## src/rtl/io_pkg.sv

```systemverilog
// io_pkg: shared defaults and types for the multi-channel I/O port block.
//
// Contents:
//   DATA_W_DEF    default port / data-bus width
//   CHANNELS_DEF  default number of input and output channels
//   DEPTH_DEF     default per-channel input FIFO depth
//   io_cmd_t      MEM-stage I/O command classification
package io_pkg;

    localparam int unsigned DATA_W_DEF   = 16;
    localparam int unsigned CHANNELS_DEF = 2;
    localparam int unsigned DEPTH_DEF    = 4;

    typedef enum logic [1:0] {
        IO_NOP = 2'd0,
        IO_IN  = 2'd1,
        IO_OUT = 2'd2
    } io_cmd_t;

    // Width of a channel index; never narrower than one bit.
    function automatic int unsigned sel_width(input int unsigned channels);
        return (channels > 1) ? $clog2(channels) : 1;
    endfunction

endpackage

```

## src/rtl/io_in_fifo.sv

```systemverilog
// io_in_fifo: one input channel FIFO of the I/O port block.
//
// Pointers carry an extra wrap bit: empty when both pointers are equal, full when the
// index bits match and the wrap bits differ. Pushes while full and pops while empty are
// dropped. Reset (synchronous, active low) empties the FIFO and blocks the memory write.
//
// Ports:
//   clk_i    clock, rising edge
//   rst_ni   synchronous active-low reset
//   push_i   write wdata_i at the tail
//   pop_i    advance the head
//   wdata_i  data to push
//   full_o   FIFO holds DEPTH words
//   empty_o  FIFO holds no words
//   head_o   oldest word (valid only while !empty_o)
module io_in_fifo #(
    parameter int unsigned DATA_W = 16,
    parameter int unsigned DEPTH  = 4
) (
    input  logic              clk_i,
    input  logic              rst_ni,
    input  logic              push_i,
    input  logic              pop_i,
    input  logic [DATA_W-1:0] wdata_i,
    output logic              full_o,
    output logic              empty_o,
    output logic [DATA_W-1:0] head_o
);

    localparam int unsigned PtrW = $clog2(DEPTH);

    logic [PtrW:0]       wr_ptr_q, wr_ptr_d;
    logic [PtrW:0]       rd_ptr_q, rd_ptr_d;
    logic [DATA_W-1:0]   mem_q [DEPTH];
    logic                do_push;
    logic                do_pop;

    assign empty_o = (wr_ptr_q == rd_ptr_q);
    assign full_o  = (wr_ptr_q[PtrW-1:0] == rd_ptr_q[PtrW-1:0]) &&
                     (wr_ptr_q[PtrW] != rd_ptr_q[PtrW]);
    assign head_o  = mem_q[rd_ptr_q[PtrW-1:0]];

    assign do_push = push_i & ~full_o;
    assign do_pop  = pop_i & ~empty_o;

    always_comb begin
        wr_ptr_d = wr_ptr_q;
        rd_ptr_d = rd_ptr_q;
        if (do_push) begin
            wr_ptr_d = wr_ptr_q + 1'b1;
        end
        if (do_pop) begin
            rd_ptr_d = rd_ptr_q + 1'b1;
        end
    end

    always_ff @(posedge clk_i) begin
        if (!rst_ni) begin
            wr_ptr_q <= '0;
            rd_ptr_q <= '0;
        end else begin
            wr_ptr_q <= wr_ptr_d;
            rd_ptr_q <= rd_ptr_d;
        end
    end

    // Storage needs no reset; the pointers define what is valid.
    always_ff @(posedge clk_i) begin
        if (rst_ni && do_push) begin
            mem_q[wr_ptr_q[PtrW-1:0]] <= wdata_i;
        end
    end

endmodule

```

## src/rtl/io_port_unit.sv

```systemverilog
// io_port_unit: multi-channel I/O port block serving IN/OUT instructions from the MEM stage.
//
// Each input channel is buffered by an io_in_fifo (valid/ready on the external side). An IN
// to an empty channel asserts io_stall until the FIFO holds data; there is no empty-FIFO
// bypass, so a freshly pushed word is poppable from the following cycle. io_rdata is
// registered and holds until the next pop. Each output channel has a holding register and
// a one-cycle strobe. An out-of-range io_sel ignores OUT and makes IN return zero.
//
// Optional feature (macro IO_IRQ_EN): adds irq_mask/irq; irq is the registered OR of
// masked non-empty input channels. Without the macro neither port nor logic exists.
//
// Ports:
//   clk             processor clock, rising edge
//   reset           synchronous active-low reset
//   io_out_we       OUT instruction in MEM
//   io_in_re        IN instruction in MEM
//   io_sel          channel index for IN/OUT
//   io_wdata        OUT data
//   io_rdata        IN data, registered
//   io_stall        freeze pipeline (combinational)
//   port_in         external input data, ch k = [k*DATA_W +: DATA_W]
//   port_in_valid   external input valid per channel
//   port_in_ready   FIFO can accept, per channel
//   port_out        output holding registers
//   port_out_valid  one-cycle write strobe per channel
//   irq_mask        (IO_IRQ_EN) per-channel interrupt enable
//   irq             (IO_IRQ_EN) registered interrupt
module io_port_unit
    import io_pkg::*;
#(
    parameter  int unsigned DATA_W   = DATA_W_DEF,
    parameter  int unsigned CHANNELS = CHANNELS_DEF,
    parameter  int unsigned DEPTH    = DEPTH_DEF,
    localparam int unsigned SEL_W    = sel_width(CHANNELS)
) (
    input  logic                       clk,
    input  logic                       reset,
    input  logic                       io_out_we,
    input  logic                       io_in_re,
    input  logic [SEL_W-1:0]           io_sel,
    input  logic [DATA_W-1:0]          io_wdata,
    output logic [DATA_W-1:0]          io_rdata,
    output logic                       io_stall,
`ifdef IO_IRQ_EN
    input  logic [CHANNELS-1:0]        irq_mask,
    output logic                       irq,
`endif
    input  logic [CHANNELS*DATA_W-1:0] port_in,
    input  logic [CHANNELS-1:0]        port_in_valid,
    output logic [CHANNELS-1:0]        port_in_ready,
    output logic [CHANNELS*DATA_W-1:0] port_out,
    output logic [CHANNELS-1:0]        port_out_valid
);

    // CHANNELS needs one more bit than an index when it is a power of two.
    localparam logic [SEL_W:0] ChanLim = (SEL_W + 1)'(CHANNELS);

    logic                       sel_ok;
    logic [CHANNELS-1:0]        sel_hit;
    logic [CHANNELS-1:0]        fifo_full;
    logic [CHANNELS-1:0]        fifo_empty;
    logic [CHANNELS-1:0]        fifo_push;
    logic [CHANNELS-1:0]        fifo_pop;
    logic [DATA_W-1:0]          fifo_head [CHANNELS];

    logic                       empty_sel;
    logic [DATA_W-1:0]          head_sel;
    logic                       pop_any;

    logic [DATA_W-1:0]          rdata_q, rdata_d;
    logic [CHANNELS*DATA_W-1:0] port_out_q, port_out_d;
    logic [CHANNELS-1:0]        out_valid_q, out_valid_d;

    assign sel_ok = ({1'b0, io_sel} < ChanLim);

    for (genvar k = 0; k < CHANNELS; k++) begin : g_chan
        assign sel_hit[k]       = sel_ok && (io_sel == SEL_W'(k));
        // Ready is a function of state only, so a same-cycle pop cannot raise it.
        assign port_in_ready[k] = reset & ~fifo_full[k];
        assign fifo_push[k]     = port_in_valid[k] & port_in_ready[k];
        assign fifo_pop[k]      = io_in_re & sel_hit[k];

        io_in_fifo #(
            .DATA_W (DATA_W),
            .DEPTH  (DEPTH)
        ) u_in_fifo (
            .clk_i   (clk),
            .rst_ni  (reset),
            .push_i  (fifo_push[k]),
            .pop_i   (fifo_pop[k]),
            .wdata_i (port_in[k*DATA_W +: DATA_W]),
            .full_o  (fifo_full[k]),
            .empty_o (fifo_empty[k]),
            .head_o  (fifo_head[k])
        );
    end

    always_comb begin
        empty_sel = 1'b0;
        head_sel  = '0;
        for (int k = 0; k < CHANNELS; k++) begin
            if (sel_hit[k]) begin
                empty_sel = fifo_empty[k];
                head_sel  = fifo_head[k];
            end
        end
    end

    assign io_stall = io_in_re & sel_ok & empty_sel;
    assign pop_any  = io_in_re & sel_ok & ~empty_sel;

    always_comb begin
        rdata_d = rdata_q;
        if (pop_any) begin
            rdata_d = head_sel;
        end else if (io_in_re && !sel_ok) begin
            rdata_d = '0;
        end
    end

    always_comb begin
        port_out_d  = port_out_q;
        out_valid_d = {CHANNELS{io_out_we}} & sel_hit;
        for (int k = 0; k < CHANNELS; k++) begin
            if (io_out_we && sel_hit[k]) begin
                port_out_d[k*DATA_W +: DATA_W] = io_wdata;
            end
        end
    end

    always_ff @(posedge clk) begin
        if (!reset) begin
            rdata_q     <= '0;
            port_out_q  <= '0;
            out_valid_q <= '0;
        end else begin
            rdata_q     <= rdata_d;
            port_out_q  <= port_out_d;
            out_valid_q <= out_valid_d;
        end
    end

    assign io_rdata       = rdata_q;
    assign port_out       = port_out_q;
    assign port_out_valid = out_valid_q;

`ifdef IO_IRQ_EN
    logic irq_q;

    always_ff @(posedge clk) begin
        if (!reset) begin
            irq_q <= 1'b0;
        end else begin
            irq_q <= |(~fifo_empty & irq_mask);
        end
    end

    assign irq = irq_q;
`endif

endmodule

```

## config.mk

```make
export PLATFORM = sky130hd
export DESIGN_NAME = io_port_unit
export DESIGN_NICKNAME = d
export VERILOG_FILES = /design/src/rtl/io_pkg.sv /design/src/rtl/io_in_fifo.sv /design/src/rtl/io_port_unit.sv
export SDC_FILE = /design/constraint.sdc
export NUM_CORES = 1
export LEC_CHECK = 0
export CELL_PAD_IN_SITES_DETAIL_PLACEMENT = 1
export CELL_PAD_IN_SITES_GLOBAL_PLACEMENT = 2
export CORE_MARGIN = 2
export CORE_UTILIZATION = 40
export CTS_CLUSTER_SIZE = 14
export DETAILED_ROUTE_END_ITERATION = 10
export PLACE_DENSITY = 0.95
export SLEW_MARGIN = 25
export SYNTH_ARGS = -nofsm -noshare
export SYNTH_HDL_FRONTEND = slang
export SYNTH_SLANG_ARGS = --single-unit
```

## constraint.sdc

```tcl
create_clock -name clk -period 4.1 [get_ports clk]
set_input_delay 0.41 -clock clk [delete_from_list [all_inputs] [get_ports clk]]
set_output_delay 0.41 -clock clk [all_outputs]
set_load 0.03 [all_outputs]
```

* Yosys cells after proc, flatten, opt, wreduce, memory -nomap -nowiden
Memories as Yosys holds them, arrays and structs flattened. A register that Yosys moved wholly into a read port is not among the register bits.
Index checks and enable logic that the tools add are counted.
** Word-level totals
- Register bits :: 62
- Bits in writable memories :: 128
- Input port bits :: 55
- Output and inout bits :: 53
- Word-level logic and storage cells :: 55
- Memories kept :: 2
** Cells by class
- Add/sub/neg operators :: 4
- Equal/unequal tests :: 6
- Multiplexer cells :: 10
- Bitwise logic cells :: 19
- Reductions and logical operators :: 6
** Memories
- g_chan[0].u_in_fifo.mem_q :: depth 4, width 16, rd ports 1, clocked after Yosys merged registers in 1, write ports 1, line io_in_fifo.sv:34 : logic [DATA_W-1:0] mem_q [DEPTH];
- g_chan[1].u_in_fifo.mem_q :: depth 4, width 16, rd ports 1, clocked after Yosys merged registers in 1, write ports 1, line io_in_fifo.sv:34
** Operators with widths (count)
- 16-bit 2-to-1 mux :: 1
- 3-bit by 1-bit adder with 3-bit output, second input constant :: 4
- 1-bit AND :: 12
- 2-bit 2-to-1 mux :: 4
- 3-bit == test :: 2
- 1-bit logical AND :: 6
- 1-bit NOT :: 6
- 1-bit 2-to-1 mux :: 5
- 2-bit == test :: 2
- 2-bit AND :: 1
- 1-bit != test :: 2

* Logic depth before layout (Yosys ltp)
- Depth in word-level cells :: 9
- Depth in mapped cells :: 6
- Depth with buffers taken out :: 4

* Modules after synthesis
From an unflattened synthesis, not the netlist that was laid out.
** Unflattened totals
- Cell total of the unflattened synthesis :: 541
- Area, all modules :: 7918.8 µm²
** Modules (own cells, without submodules)
- io_in_fifo :: instances 2, cells each 156, area an instance 2906.5 µm², seq. area each 2082.0 µm²
- io_port_unit :: instances 1, cells each 229, area an instance 2105.8 µm², seq. area each 1001.0 µm²

* Least setup slack after synthesis
No wires, ideal clock.
- Kind :: input-to-reg
- Start point :: input reset
- End point :: memory g_chan[1].u_in_fifo.mem_q[0][0] (enable)
- Arrival :: 1.632 ns
- Data required time :: 3.726 ns
- Slack :: 2.094 ns
- Cell stages on the path :: 4
- Path buffers :: 1
- Path through :: clkbuf_1 inv_1 a311oi_2 and2_1
** On the way
- Word-level cells in the longest chain between the ends :: 6
** Ends and longest elaborated chain
- start, declared :: line io_port_unit.sv:37 : input logic reset,
- 1-bit AND :: line io_port_unit.sv:79 : assign port_in_ready[k] = reset & ~fifo_full[k];
- 1-bit AND :: line io_port_unit.sv:80 : assign fifo_push[k] = port_in_valid[k] & port_in_ready[k];
- 1-bit AND :: line io_in_fifo.sv:43 : assign do_push = push_i & ~full_o;
- 1-bit logical AND * :: line io_in_fifo.sv:69 : if (rst_ni && do_push) begin
- 1-bit 2-to-1 mux * :: line io_in_fifo.sv:69
- 1-bit 2-to-1 mux (not written as such) * :: line io_in_fifo.sv:70 : mem_q[wr_ptr_q[PtrW-1:0]] <= wdata_i;
- end, declared :: line io_in_fifo.sv:34
Every way passes the cells marked *; elsewhere a longest branch is shown, timed or not.

* Worst setup path after layout
- Start point :: input io_sel
- End point :: output io_stall
** On the way
- Word-level cells in the longest chain between the ends :: 2
** Ends and longest elaborated chain
- start, declared :: line io_port_unit.sv:40 : input logic [SEL_W-1:0] io_sel,
- 1-bit 2-to-1 mux :: line io_port_unit.sv:102 : if (sel_hit[k]) begin
- 1-bit AND :: line io_port_unit.sv:109 : assign io_stall = io_in_re & sel_ok & empty_sel;
- end, declared :: line io_port_unit.sv:43 : output logic io_stall,
No other way between the ends.

==> results by group <==
Clock tree
  • Clk slew on worst S/H paths: 0.06 ns
  • CTS tree: yes
  • Post-CTS setup buffers: 0
  • Clk Latency, worst-skew pair: 0.43 ns
  • H-Tree Depth: 4
  • CTS hold repair buffers: 0
  • CTS max path bufs: 2
  • Root Driver: clkbuf_16
  • PostCTS Resize Cnt: 0
  • CTS Buf Count: 17
  • TritonCTS Sinks: 194

Floorplan
  • Die Y: 141 microns
  • Initial Util: 40.5%
  • Std-Cell Rows: 50
  • Die width: 141 microns
  • Core Area: 18,600 sq um
  • Die area: 19,900 sq um
  • Ports: 108

Cells and area
  • Layout Area Growth over Synthesis: 24.3%
  • Fin util: 50.3%
  • Final nets: 717
  • Layout cell share with drive strength beyond 1: 7.53%
  • Number of diodes: 0
  • Most common cell after layout, fill and taps aside: edfxtp_1
  • Layout fillers: 1,867
  • Most frequent cells in the layout: edfxtp_1, clkdlybuf4s50_1, nand2_1

Pwr
  • Internal: 3.34 mW
  • Leak: 3.11 nW
  • Maximum resistive drop on vdd: 319 uV
  • Clk pwr share: 37.8%
  • Combinational Power Share: 11.7%
  • Flop pwr share: 50.5%
  • Switching fraction of total power: 24.5%
  • PD cells: 473 nW/um^2
  • Psw: 1.08 mW

STA
  • Clock skew: 0.0126 ns
  • Fin worst setup slack: 1.26 ns
  • Unrepaired setup endpoints after global routing: no
  • Max_slew headroom: 33.2%
  • Endpoints failing hold: 0
  • Slew @ Worst Pin: 1.00 ns
  • Final Slew Violations: 0
  • # setup viols final: 0
  • FMAX: 352 MHz
  • Setup TNS: 0 ns
  • Final period util: 69.2%
  • Period minus WS final: 2.84 ns

Setup path
  • Critical Path Source Type: input pin
  • Buf/Inv on CP: 2
  • Critical Path Fanout Max: 13
  • WP data required: 3.69 ns
  • Worst setup EP type: output port
  • CP delay by family, top: buffers and inverters
  • CP cell instances: clkdlybuf4s50_1, nand4_1, o21ai_0, and2_1, clkdlybuf4s50_1
  • Crit path kind: in2out
  • Worst r2r src: g_chan[1].u_in_fifo.wr_ptr_q[0]
  • CP max stage cell: clkdlybuf4s50_1
  • CP startpoint: io_sel
  • Largest stage delay, worst path: 0.78 ns
  • Most used cell along the critical path: clkdlybuf4s50_1
  • Arr. time, crit path: 2.43 ns

Logic synthesis
  • EDFF count, synth: 128
  • Avg Synthesized Cell Area: 13.5 sq um
  • Yosys cell types: 37
  • Yosys top cell by area: edfxtp_1
  • Yosys warns: 0
  • Register area share after synthesis: 68.6%
  • Top_reg_cell synth: edfxtp_1
  • Synth top area share: 51.1%
  • Main area contributors after synthesis: edfxtp_1, dfxtp_1, mux2i_1
  • Mapped cell area: 7520 sq um
  • Post-Syn Nets: 622
  • FFs w/ async S/R, synth: 0%
  • Synthesized flop and latch total: 194
  • Mapped Cells: 557

Place
  • IO Port Bufs: 107
  • Detail Placement HPWL: 11,900 microns
  • Worst slack at placement: 1.00 ns
  • Routability cong.: 0.781

Global routing
  • Global-route wire length before repair: 28,100 microns
  • Largest net degree at the start of global routing: 50
  • Vias in the first global route: 5,098
  • Total grt overflow: 0
  • Gr usage total: 18.5%
  • Initial antenna violation count: 0

Route
  • Iter 0 DRT Violations: 184
  • Drt drc: 0
  • Vias: 4,689
  • Wirelength per Cell: 20.0 microns
  • Via/cell ratio: 5.22
  • First-pass iteration count of the detailed router: 5
  • Routed Wire Length: 18,000 microns
  • Antenna-violating nets left: 0

Hold path
  • Worst Hold Class: reg2reg
  • Min-Delay Startpoint: port_out[7]

Flow run
  • # Max-Cap Violations: 0

Run status
  • Status: finished clean
## synthesized netlist by cell type (5+ instances only)
cell type,count
buf_2,15
o21ai_0,16
nand2_1,91
edfxtp_1,128
clkbuf_1,16
mux2i_1,82
nor2_1,8
and2_1,5
dfxtp_1,66
xnor2_1,6
o22ai_1,32
ha_1,10
inv_1,10
a21oi_1,34
## per-layer routing
layer  global-route usage (%)  routed length, microns
met5                        0                       0
met4                     5.68                     270
met3                     5.64                    1160
met2                     32.4                    9130
met1                     22.0                    7440
## registers in the layout (all words and copies together) (netlist names), named ones only
register                   count
g_chan.u_in_fifo.mem_q       128
port_out                      32
io_rdata                      16
g_chan.u_in_fifo.wr_ptr_q      6
g_chan.u_in_fifo.rd_ptr_q      6
port_out_valid                 2
## power by group through the flow
stage                     combinational, mW  sequential, mW  clock (mW)
after floorplan                       0.242            2.32           0
after global placement                0.492            2.27           0
after detailed placement              0.516            2.28           0
after CTS                             0.523            2.24        1.69
after global routing                  0.558            2.24        1.77
final                                 0.517            2.24        1.67
## path summary, 6_finish.rpt
path	endpoint	slack, ns	cells after the start
worst max-delay path	io_stall	1.26	5
worst min-delay path	port_out[7]	0.46	2
worst max register to register	g_chan[1].u_in_fifo.mem_q[1][2]	1.78	3
worst min register to register	port_out[7]	0.46	2
## kinds of logic after synthesis
logic type	after synthesis	share of synthesized area, %
DFF	194	68.6
adders and majority gates	10	1.66
buffers and inverters	43	2.54
AOI/OAI and AO/OA	100	8.21
xor gates and xnor gates	10	1.36
muxes	82	10.9
and+or+nand+nor	118	6.67
## per-stage QoR
step	total power, mW	hold WS [ns]	cell area [sq um]	instances
3_3_place_gp	2.76	0.442	8760	867
3_5_place_dp	2.79	0.452	8760	867
6_report	4.42	0.463	9350	898
4_1_cts	4.45	0.465	9350	898
5_1_grt	4.57	0.485	9350	898
2_1_floorplan	2.56	0.493	7520	557
## final cells by class
type	count	area (sq um)	area share, %
Inverter	10	37.5	0.401
Multi-Input combinational cell	320	2170	23.2
Tap cell	234	293	3.13
Clock buffer	17	425	4.55
Timing Repair Buffer	109	1090	11.7
Sequential cell	194	5170	55.3
Clock inverter	14	164	1.75
## worst min-delay path, delay by kind of cell (launching register included)
family | cells | cell delay [ns]
DFF | 1 | 0.31
and+or+nand+nor | 1 | 0.05
AOI/OAI and AO/OA | 1 | 0.05
No activity file was read; power rests on OpenSTA's default activity.
